==> config.mk <==
export PLATFORM = sky130hd
export DESIGN_NAME = ps2_mouse_decode_flat
export DESIGN_NICKNAME = d
export VERILOG_FILES = /design/src/rtl/ps2_mouse_decode_if.sv /design/src/rtl/ps2_mouse_decode.sv /design/src/flat_wrapper.sv
export SDC_FILE = /design/constraint.sdc
export NUM_CORES = 1
export LEC_CHECK = 0
export CAP_MARGIN = 10
export CORE_MARGIN = 8
export CORE_UTILIZATION = 55
export DETAILED_ROUTE_END_ITERATION = 10
export DONT_BUFFER_PORTS = 1
export PLACE_DENSITY_LB_ADDON = 0.05
export SETUP_SLACK_MARGIN = 0.3
export SYNTH_ARGS = -nofsm -noshare
export SYNTH_HDL_FRONTEND = slang
export SYNTH_SLANG_ARGS = --single-unit
==> constraint.sdc <==
create_clock -name CLOCK -period 5.4 [get_ports CLOCK]
set_clock_uncertainty 0.05 [all_clocks]
set_input_delay 0.54 -clock CLOCK [delete_from_list [all_inputs] [get_ports CLOCK]]
set_output_delay 0.54 -clock CLOCK [all_outputs]
set_load 0.02 [all_outputs]
==> src/rtl/ps2_mouse_decode_if.sv <==
// Packet-in / cursor-state-out bundle between the PS/2 packet reader side and the decoder.
interface ps2_mouse_decode_if #(
  parameter int PW = 10
);
  logic          iTrig;
  logic [31:0]   iData;
  logic [1:0]    iEn;
  logic          iClear;
  logic          oDone;
  logic [2:0]    oKey;
  logic [PW-1:0] oX;
  logic [PW-1:0] oY;
  logic [7:0]    oZ;
  logic [7:0]    oErr;

  modport master (
    output iTrig, iData, iEn, iClear,
    input  oDone, oKey, oX, oY, oZ, oErr
  );

  modport slave (
    input  iTrig, iData, iEn, iClear,
    output oDone, oKey, oX, oY, oZ, oErr
  );
endinterface

==> src/rtl/ps2_mouse_decode.sv <==
// Two-stage PS/2 mouse packet decoder: validate/extract deltas, then apply them to a
// clamped cursor position and a saturating wheel count.
module ps2_mouse_decode #(
  parameter int X_MAX  = 639,
  parameter int Y_MAX  = 479,
  parameter int X_INIT = 320,
  parameter int Y_INIT = 240,
  parameter int PW     = 10
) (
  input logic             CLOCK,
  input logic             RESET,
  ps2_mouse_decode_if.slave bus
);
  localparam int W = PW + 2;
  localparam logic signed [W-1:0] XMAX_S = W'(X_MAX);
  localparam logic signed [W-1:0] YMAX_S = W'(Y_MAX);

  logic               s1_valid;
  logic signed [8:0]  s1_dx, s1_dy;
  logic signed [7:0]  s1_dz;
  logic [2:0]         s1_key;

  logic               done_q;
  logic [2:0]         key_q;
  logic [PW-1:0]      x_q, y_q;
  logic signed [7:0]  z_q;
  logic [7:0]         err_q;

  logic               trig_ok;
  logic signed [8:0]  dx_in, dy_in;
  logic signed [7:0]  dz_in;
  logic signed [W-1:0] sx, sy;
  logic signed [8:0]  sz;
  logic [PW-1:0]      nx, ny;
  logic signed [7:0]  nz;
  logic               unused_bits;

  assign unused_bits = ^bus.iData[31:28];

  // Clear takes priority over an arriving packet, so it is simply never accepted.
  assign trig_ok = bus.iTrig && (bus.iEn != 2'b00) && !bus.iClear;

  always_comb begin
    dx_in = $signed({bus.iData[4], bus.iData[15:8]});
    dy_in = $signed({bus.iData[5], bus.iData[23:16]});
    if (bus.iData[6]) dx_in = bus.iData[4] ? 9'h100 : 9'h0FF;
    if (bus.iData[7]) dy_in = bus.iData[5] ? 9'h100 : 9'h0FF;
    dz_in = '0;
    if (bus.iEn[1]) dz_in = $signed({{4{bus.iData[27]}}, bus.iData[27:24]});
  end

  // Screen Y grows downward while PS/2 +Y is up, hence the subtraction.
  always_comb begin
    sx = $signed({2'b00, x_q}) + W'(s1_dx);
    sy = $signed({2'b00, y_q}) - W'(s1_dy);
    sz = 9'(z_q) + 9'(s1_dz);

    nx = sx[PW-1:0];
    if (sx < 0)           nx = '0;
    else if (sx > XMAX_S) nx = PW'(X_MAX);

    ny = sy[PW-1:0];
    if (sy < 0)           ny = '0;
    else if (sy > YMAX_S) ny = PW'(Y_MAX);

    nz = sz[7:0];
    if (sz > 9'sd127)       nz = 8'sh7F;
    else if (sz < -9'sd128) nz = 8'sh80;
  end

  always_ff @(posedge CLOCK) begin
    if (RESET) begin
      s1_valid <= 1'b0;
      s1_dx    <= '0;
      s1_dy    <= '0;
      s1_dz    <= '0;
      s1_key   <= '0;
      done_q   <= 1'b0;
      key_q    <= '0;
      x_q      <= PW'(X_INIT);
      y_q      <= PW'(Y_INIT);
      z_q      <= '0;
      err_q    <= '0;
    end else begin
      s1_valid <= trig_ok && bus.iData[3];
      if (trig_ok) begin
        s1_dx  <= dx_in;
        s1_dy  <= dy_in;
        s1_dz  <= dz_in;
        s1_key <= bus.iData[2:0];
      end
      if (trig_ok && !bus.iData[3] && err_q != 8'hFF) err_q <= err_q + 8'd1;

      done_q <= 1'b0;
      if (bus.iClear) begin
        x_q <= PW'(X_INIT);
        y_q <= PW'(Y_INIT);
        z_q <= '0;
      end else if (s1_valid) begin
        x_q    <= nx;
        y_q    <= ny;
        z_q    <= nz;
        key_q  <= {s1_key[2], s1_key[1], s1_key[0]};
        done_q <= 1'b1;
      end
    end
  end

  assign bus.oDone = done_q;
  assign bus.oKey  = key_q;
  assign bus.oX    = x_q;
  assign bus.oY    = y_q;
  assign bus.oZ    = z_q;
  assign bus.oErr  = err_q;
endmodule

==> src/flat_wrapper.sv <==
// flat-port wrapper written by rule: the top's interface ports become plain ports
module ps2_mouse_decode_flat 
#(
  parameter int X_MAX  = 639,
  parameter int Y_MAX  = 479,
  parameter int X_INIT = 320,
  parameter int Y_INIT = 240,
  parameter int PW     = 10
)
  (CLOCK, RESET, bus_iTrig, bus_iData, bus_iEn, bus_iClear, bus_oDone, bus_oKey, bus_oX, bus_oY, bus_oZ, bus_oErr);
  ps2_mouse_decode_if #(.PW(PW)) bus_i ();
  input logic CLOCK;
  input logic RESET;
  input wire logic [$bits(bus_i.iTrig)-1:0] bus_iTrig;
  input wire logic [$bits(bus_i.iData)-1:0] bus_iData;
  input wire logic [$bits(bus_i.iEn)-1:0] bus_iEn;
  input wire logic [$bits(bus_i.iClear)-1:0] bus_iClear;
  output wire logic [$bits(bus_i.oDone)-1:0] bus_oDone;
  output wire logic [$bits(bus_i.oKey)-1:0] bus_oKey;
  output wire logic [$bits(bus_i.oX)-1:0] bus_oX;
  output wire logic [$bits(bus_i.oY)-1:0] bus_oY;
  output wire logic [$bits(bus_i.oZ)-1:0] bus_oZ;
  output wire logic [$bits(bus_i.oErr)-1:0] bus_oErr;
  assign bus_i.iTrig = bus_iTrig;
  assign bus_i.iData = bus_iData;
  assign bus_i.iEn = bus_iEn;
  assign bus_i.iClear = bus_iClear;
  assign bus_oDone = bus_i.oDone;
  assign bus_oKey = bus_i.oKey;
  assign bus_oX = bus_i.oX;
  assign bus_oY = bus_i.oY;
  assign bus_oZ = bus_i.oZ;
  assign bus_oErr = bus_i.oErr;
  ps2_mouse_decode #(.X_MAX(X_MAX), .Y_MAX(Y_MAX), .X_INIT(X_INIT), .Y_INIT(Y_INIT), .PW(PW)) u_core (.CLOCK(CLOCK), .RESET(RESET), .bus(bus_i));
endmodule
Word-level counts from Yosys, hierarchy flattened
Index checks and enable logic that the tools add are counted.
{"block": "word_totals", "regBits": 70, "latch_bits": 0, "mem_bits_rw": 0, "mem_bits_ro": 0, "inputBits": 38, "out_inout_bits": 40, "word_cells": 45, "mem_count": 0}
{"block": "op_classes", "add_sub_neg": 4, "multipliers": 0, "div": 0, "n_lt_le_gt_ge": 6, "eq_ne": 1, "shift": 0, "muxes": 12, "bitwise_logic": 1, "n_reduce_logical": 10}
{"op": "2-to-1 mux 10 bit", "count": 4}
{"op": "2-to-1 mux 9 bit", "count": 4}
{"op": "less-than comparator 12 x 1 -> 1 bit, second input constant", "count": 2}
{"op": "2-to-1 mux 8 bit", "count": 3}
{"op": "adder 11 x 9 -> 12 bit", "count": 1}
{"op": "greater-than comparator 12 x 10 -> 1 bit, second input constant", "count": 1}
{"op": "greater-than comparator 12 x 11 -> 1 bit, second input constant", "count": 1}
{"op": "subtractor 11 x 9 -> 12 bit", "count": 1}
{"op": "adder 8 x 8 -> 9 bit", "count": 1}
{"op": "greater-than comparator 9 x 8 -> 1 bit, second input constant", "count": 1}
{"op": "less-than comparator 9 x 8 -> 1 bit, second input constant", "count": 1}
{"op": "adder 8 x 1 -> 8 bit, second input constant", "count": 1}
{"op": "inequality test 8 bit, second input constant", "count": 1}
{"op": "logical AND 1 bit", "count": 5}
{"op": "logical NOT 1 bit", "count": 2}
{"op": "AND reduction 2 bit", "count": 1}
{"op": "nonzero test 2 bit", "count": 1}
{"op": "OR reduction 2 bit", "count": 1}
{"op": "2-to-1 mux 1 bit", "count": 1}
{"op": "NOT 1 bit", "count": 1}

Logic depth before layout (Yosys ltp)
{"block": "logic_depth", "ltp_word": 5, "depth_mapped": 12, "ltp_nobuf": 12}

Worst setup path before layout
OpenSTA, ideal clock, no wires.
{"block": "synth_timing", "kind": "reg2reg", "start": "register u_core.y_q[0], in the netlist u_core.bus.oY[0]", "end": "register u_core.y_q[2], in the netlist u_core.bus.oY[2]", "setup_time_ps": 122, "arrival_ps": 2479, "required_time_ps": 5228, "setup_slack_ps": 2749, "stages_incl_launch_ff": 13, "n_path_buf": 0, "period_less_slack_ps": 2651, "path_cell_list": "dfxtp_1 -> inv_1 -> ha_1 -> inv_1 -> fa_1 -> a211oi_1 -> o211ai_1 -> a2bb2oi_1 -> nand4bb_1 -> o221a_2 -> nand2_1 -> and2_1 -> a221o_1"}
{"block": "synth_between", "elab_chain_len": 4, "elab_cells_between_ends": 5, "cone_classes": "add/sub (1); order compare (2); mux (2)"}
{"element": "from (decl)", "line_no": "ps2_mouse_decode.sv:25", "text": "logic [PW-1:0] x_q, y_q;"}
{"element": "from (signal assigned)", "line_no": "ps2_mouse_decode.sv:81", "text": "y_q <= PW'(Y_INIT);"}
{"element": "from (signal assigned)", "line_no": "ps2_mouse_decode.sv:97", "text": "y_q <= PW'(Y_INIT);"}
{"element": "from (signal assigned)", "line_no": "ps2_mouse_decode.sv:101", "text": "y_q <= ny;"}
{"element": "subtractor 11 x 9 -> 12 bit *", "line_no": "ps2_mouse_decode.sv:55", "text": "sy = $signed({2'b00, y_q}) - W'(s1_dy);"}
{"element": "greater-than comparator 12 x 10 -> 1 bit", "line_no": "ps2_mouse_decode.sv:64", "text": "else if (sy > YMAX_S) ny = PW'(Y_MAX);"}
{"element": "2-to-1 mux 10 bit", "line_no": "ps2_mouse_decode.sv:64"}
{"element": "2-to-1 mux 10 bit *", "line_no": "ps2_mouse_decode.sv:63", "text": "if (sy < 0) ny = '0;"}
Mark *: on every way between the ends. The rest lies on a longest branch, timed or not.
A chain may end at the register's enable or synchronous reset.

Worst setup path after layout
{"block": "layout_timing", "start": "register u_core.y_q[0], in the netlist u_core.bus.oY[0]", "end": "register u_core.y_q[1], in the netlist u_core.bus.oY[1]"}
Same word-level chain as after synthesis.

==> metrics.md <==
| Metric | Value |
|---|---|
| Run status | `finished clean` |
| CTS tree | `done` |
| Top cells by area, synth | `dfxtp_1, ha_1, nor2_1` |
| Drt total wl | `9.77 mm` |
| Share of cells above drive strength 1 | `0.0779` |
| Largest area contributor in the netlist | `dfxtp_1` |
| Clock Tree Root | `clkbuf_8` |
| IO Count | `78` |
| Vias in the first global route | `3376` |
| Setup Buffers After CTS | `0` |
| Antenna violations before repair | `0` |
| Min cycle time layout | `3.05 ns` |
| Final Slew Violations | `0` |
| CTS Hold Buffers Added | `0` |
| Cell Rows | `31` |
| Starting Density | `0.566` |
| Largest net degree at the start of global routing | `40` |
| Avg Cell Area, Syn | `8.41 µm²` |
| Synth-to-Final Area Change | `7.41%` |
| Clk buf depth | `2` |
| Crit. End Element | `flop` |
| H-tree level count | `3` |
| Synth async-reset ratio | `0` |
| Final GP Congestion | `0.880` |
| Max Clock Freq | `0.327 GHz` |
| Headroom to the max-slew limit | `0.231` |
| Number of synthesized flops with an enable pin | `0` |
| Drt first pass iters | `4` |
| DRT iter0 DRCs | `137` |
| # setup viols final | `0` |
| Syn. warnings | `0` |
| Core ar. | `0.00721 mm²` |
| RSZ-0062 raised after global routing | `false` |
| Post-Syn Instances | `486` |
| Worst reg-to-reg setup slack | `2.35 ns` |
| Worst skew pair latency | `0.35 ns` |
| Die height | `102 µm` |
| WP data arrival | `3.24 ns` |
| Remaining DRCs | `0` |
| Nets | `555` |
| Worst Setup Path Type | `reg2reg` |
| Yosys reg bits | `66` |
| Die ar. | `0.0104 mm²` |
| Vias | `3477` |
| Pwr/cell area | `256 mW/mm²` |
| TritonCTS Buffers | `9` |
| Crit path required time | `5.58 ns` |
| Crit start category | `flop` |
| Mapped cell area | `0.00409 mm²` |
| Library cells used by synthesis | `69` |
| Via density | `5.92` |
| Fin crit share | `0.566` |
| Routed len/inst | `16.6 µm` |
| First-pass GRT wire length | `16.0 mm` |
| Clock Pin Slew Worst Setup and Hold Paths | `0.08 ns` |
| Die W | `102 µm` |
| Pleak | `0.00171 µW` |
| Max IR drop VDD | `0.173 mV` |
| Syn_nets | `558` |
| Worst Path Max Fanout | `4` |
| Antenna Cells | `0` |
| DRT antenna net count | `0` |
| Seq/Total Area, Yosys | `0.323` |
| Port buffer count | `0` |
| Ys flop type | `dfxtp_1` |
| Worst-Margin Slew | `1.15 ns` |
| GRT overflow | `0` |
| Total GRT Usage | `0.194` |
| Max-cap violation count | `0` |
| Post_cts resized | `0` |
| Clock Sinks | `66` |
| DP HPWL | `7.28 mm` |
| Synth top area share | `0.323` |
| Tightest Hold Check Type | `in2reg` |
| Setup TNS | `0 ns` |
| Hold Violations, Final | `0` |
| Util after Layout | `0.608` |
cells by family after synthesis:
logic type      count (synthesis)  share of synthesized area
flops                          66                      0.323
mux                             6                     0.0178
buf+inv                        46                     0.0441
xor+xnor                       22                     0.0472
compound gates                149                      0.268
simple gates                  163                      0.190
fa+ha+maj                      34                      0.110
synth_stat cells (all sizes together) (11+ instances only):
cell / instances
ha: 31
nand3: 14
a21oi: 45
a211oi: 19
inv: 28
clkbuf: 13
nor2: 61
dfxtp: 66
nor3: 11
xnor2: 17
o21ai: 23
nand2: 43
layer usage:
metal  GRT usage  wire (µm)  up-vias
met5           0          0        -
met4      0.0722        155        0
met3      0.0620        748       12
met2       0.310       4390       84
met1       0.239       4480     1609
li1            -          -     1772
where the power goes:
group / leakage [µW] / internal, µW / switching (µW)
Sequential: 0.000536 / 499 / 13.2
Clock: 0.000112 / 273 / 199
Combinational: 0.00107 / 56.2 / 83.1
stage by stage:
step | worst slack, ns | total power [µW] | hold slack [ns] | instances | cell area, µm²
floorplan | 2.75 | 637 | 0.386 | 486 | 4090
global placement | 2.46 | 657 | 0.386 | 571 | 4160
detailed placement | 2.44 | 661 | 0.390 | 571 | 4160
CTS | 2.40 | 1130 | 0.191 | 587 | 4390
global route | 2.14 | 1170 | 0.184 | 587 | 4390
finish | 2.35 | 1120 | 0.202 | 587 | 4390
cells in the final DEF (no fill, tap or decap), types with 4 or more instances in the layout:
| cell | Yosys | final |
|---|---|---|
| dfxtp_1 | 66 | 66 |
| nor2_1 | 60 | 59 |
| a21oi_1 | 44 | 44 |
| nand2_1 | 43 | 43 |
| ha_1 | 31 | 31 |
| inv_1 | 28 | 28 |
| o21ai_0 | 21 | 21 |
| a211oi_1 | 19 | 19 |
| xnor2_1 | 17 | 17 |
| nand3_1 | 14 | 14 |
| clkbuf_8 | 0 | 10 |
| nor3_1 | 10 | 9 |
| a31oi_1 | 8 | 8 |
| a221o_1 | 8 | 8 |
| a21o_1 | 7 | 7 |
| nand2b_1 | 7 | 7 |
| nor2b_1 | 6 | 6 |
| mux2i_1 | 5 | 5 |
| xor2_1 | 5 | 5 |
| a32o_1 | 4 | 4 |
| o211ai_1 | 4 | 4 |
registers in the layout (all words and copies together) (netlist names):
name / flops
u_core.s1_dz: 4
u_core.bus.oKey: 3
u_core.bus.oDone: 1
u_core.s1_key: 3
u_core.s1_dx: 9
u_core.bus.oY: 10
u_core.bus.oZ: 8
u_core.bus.oErr: 8
u_core.bus.oX: 10
u_core.s1_valid: 1
u_core.s1_dy: 9
worst max-delay path, stage by stage, from the launching register on:
cell       delay (ns)
dfxtp_1          0.39
inv_1            0.10
ha_1             0.16
inv_1            0.05
fa_1             0.41
a211oi_1         0.44
o211ai_1         0.20
a2bb2oi_1        0.20
nand4bb_1        0.14
o221a_2          0.22
nand2_1          0.11
and2_1           0.20
a221o_1          0.25
layout make-up:
cell class / count / area (µm²)
Fill cell: 668 / 2830
Multi-Input combinational cell: 374 / 2590
Sequential cell: 66 / 1320
Clock buffer: 10 / 138
Tap cell: 99 / 124
Inverter: 31 / 116
Clock inverter: 6 / 90.1
Timing Repair Buffer: 1 / 7.51
path summary, 6_finish.rpt:
check,startpoint,to,cells past startpoint
worst min-delay path,RESET,u_core.s1_key[1],1
worst min register to register,u_core.s1_dz[0],u_core.s1_dz[0],2
worst max register to register,u_core.bus.oY[0],u_core.bus.oY[1],12
worst max-delay path,u_core.bus.oY[0],u_core.bus.oY[1],12
(Power assumes the default switching activity.)
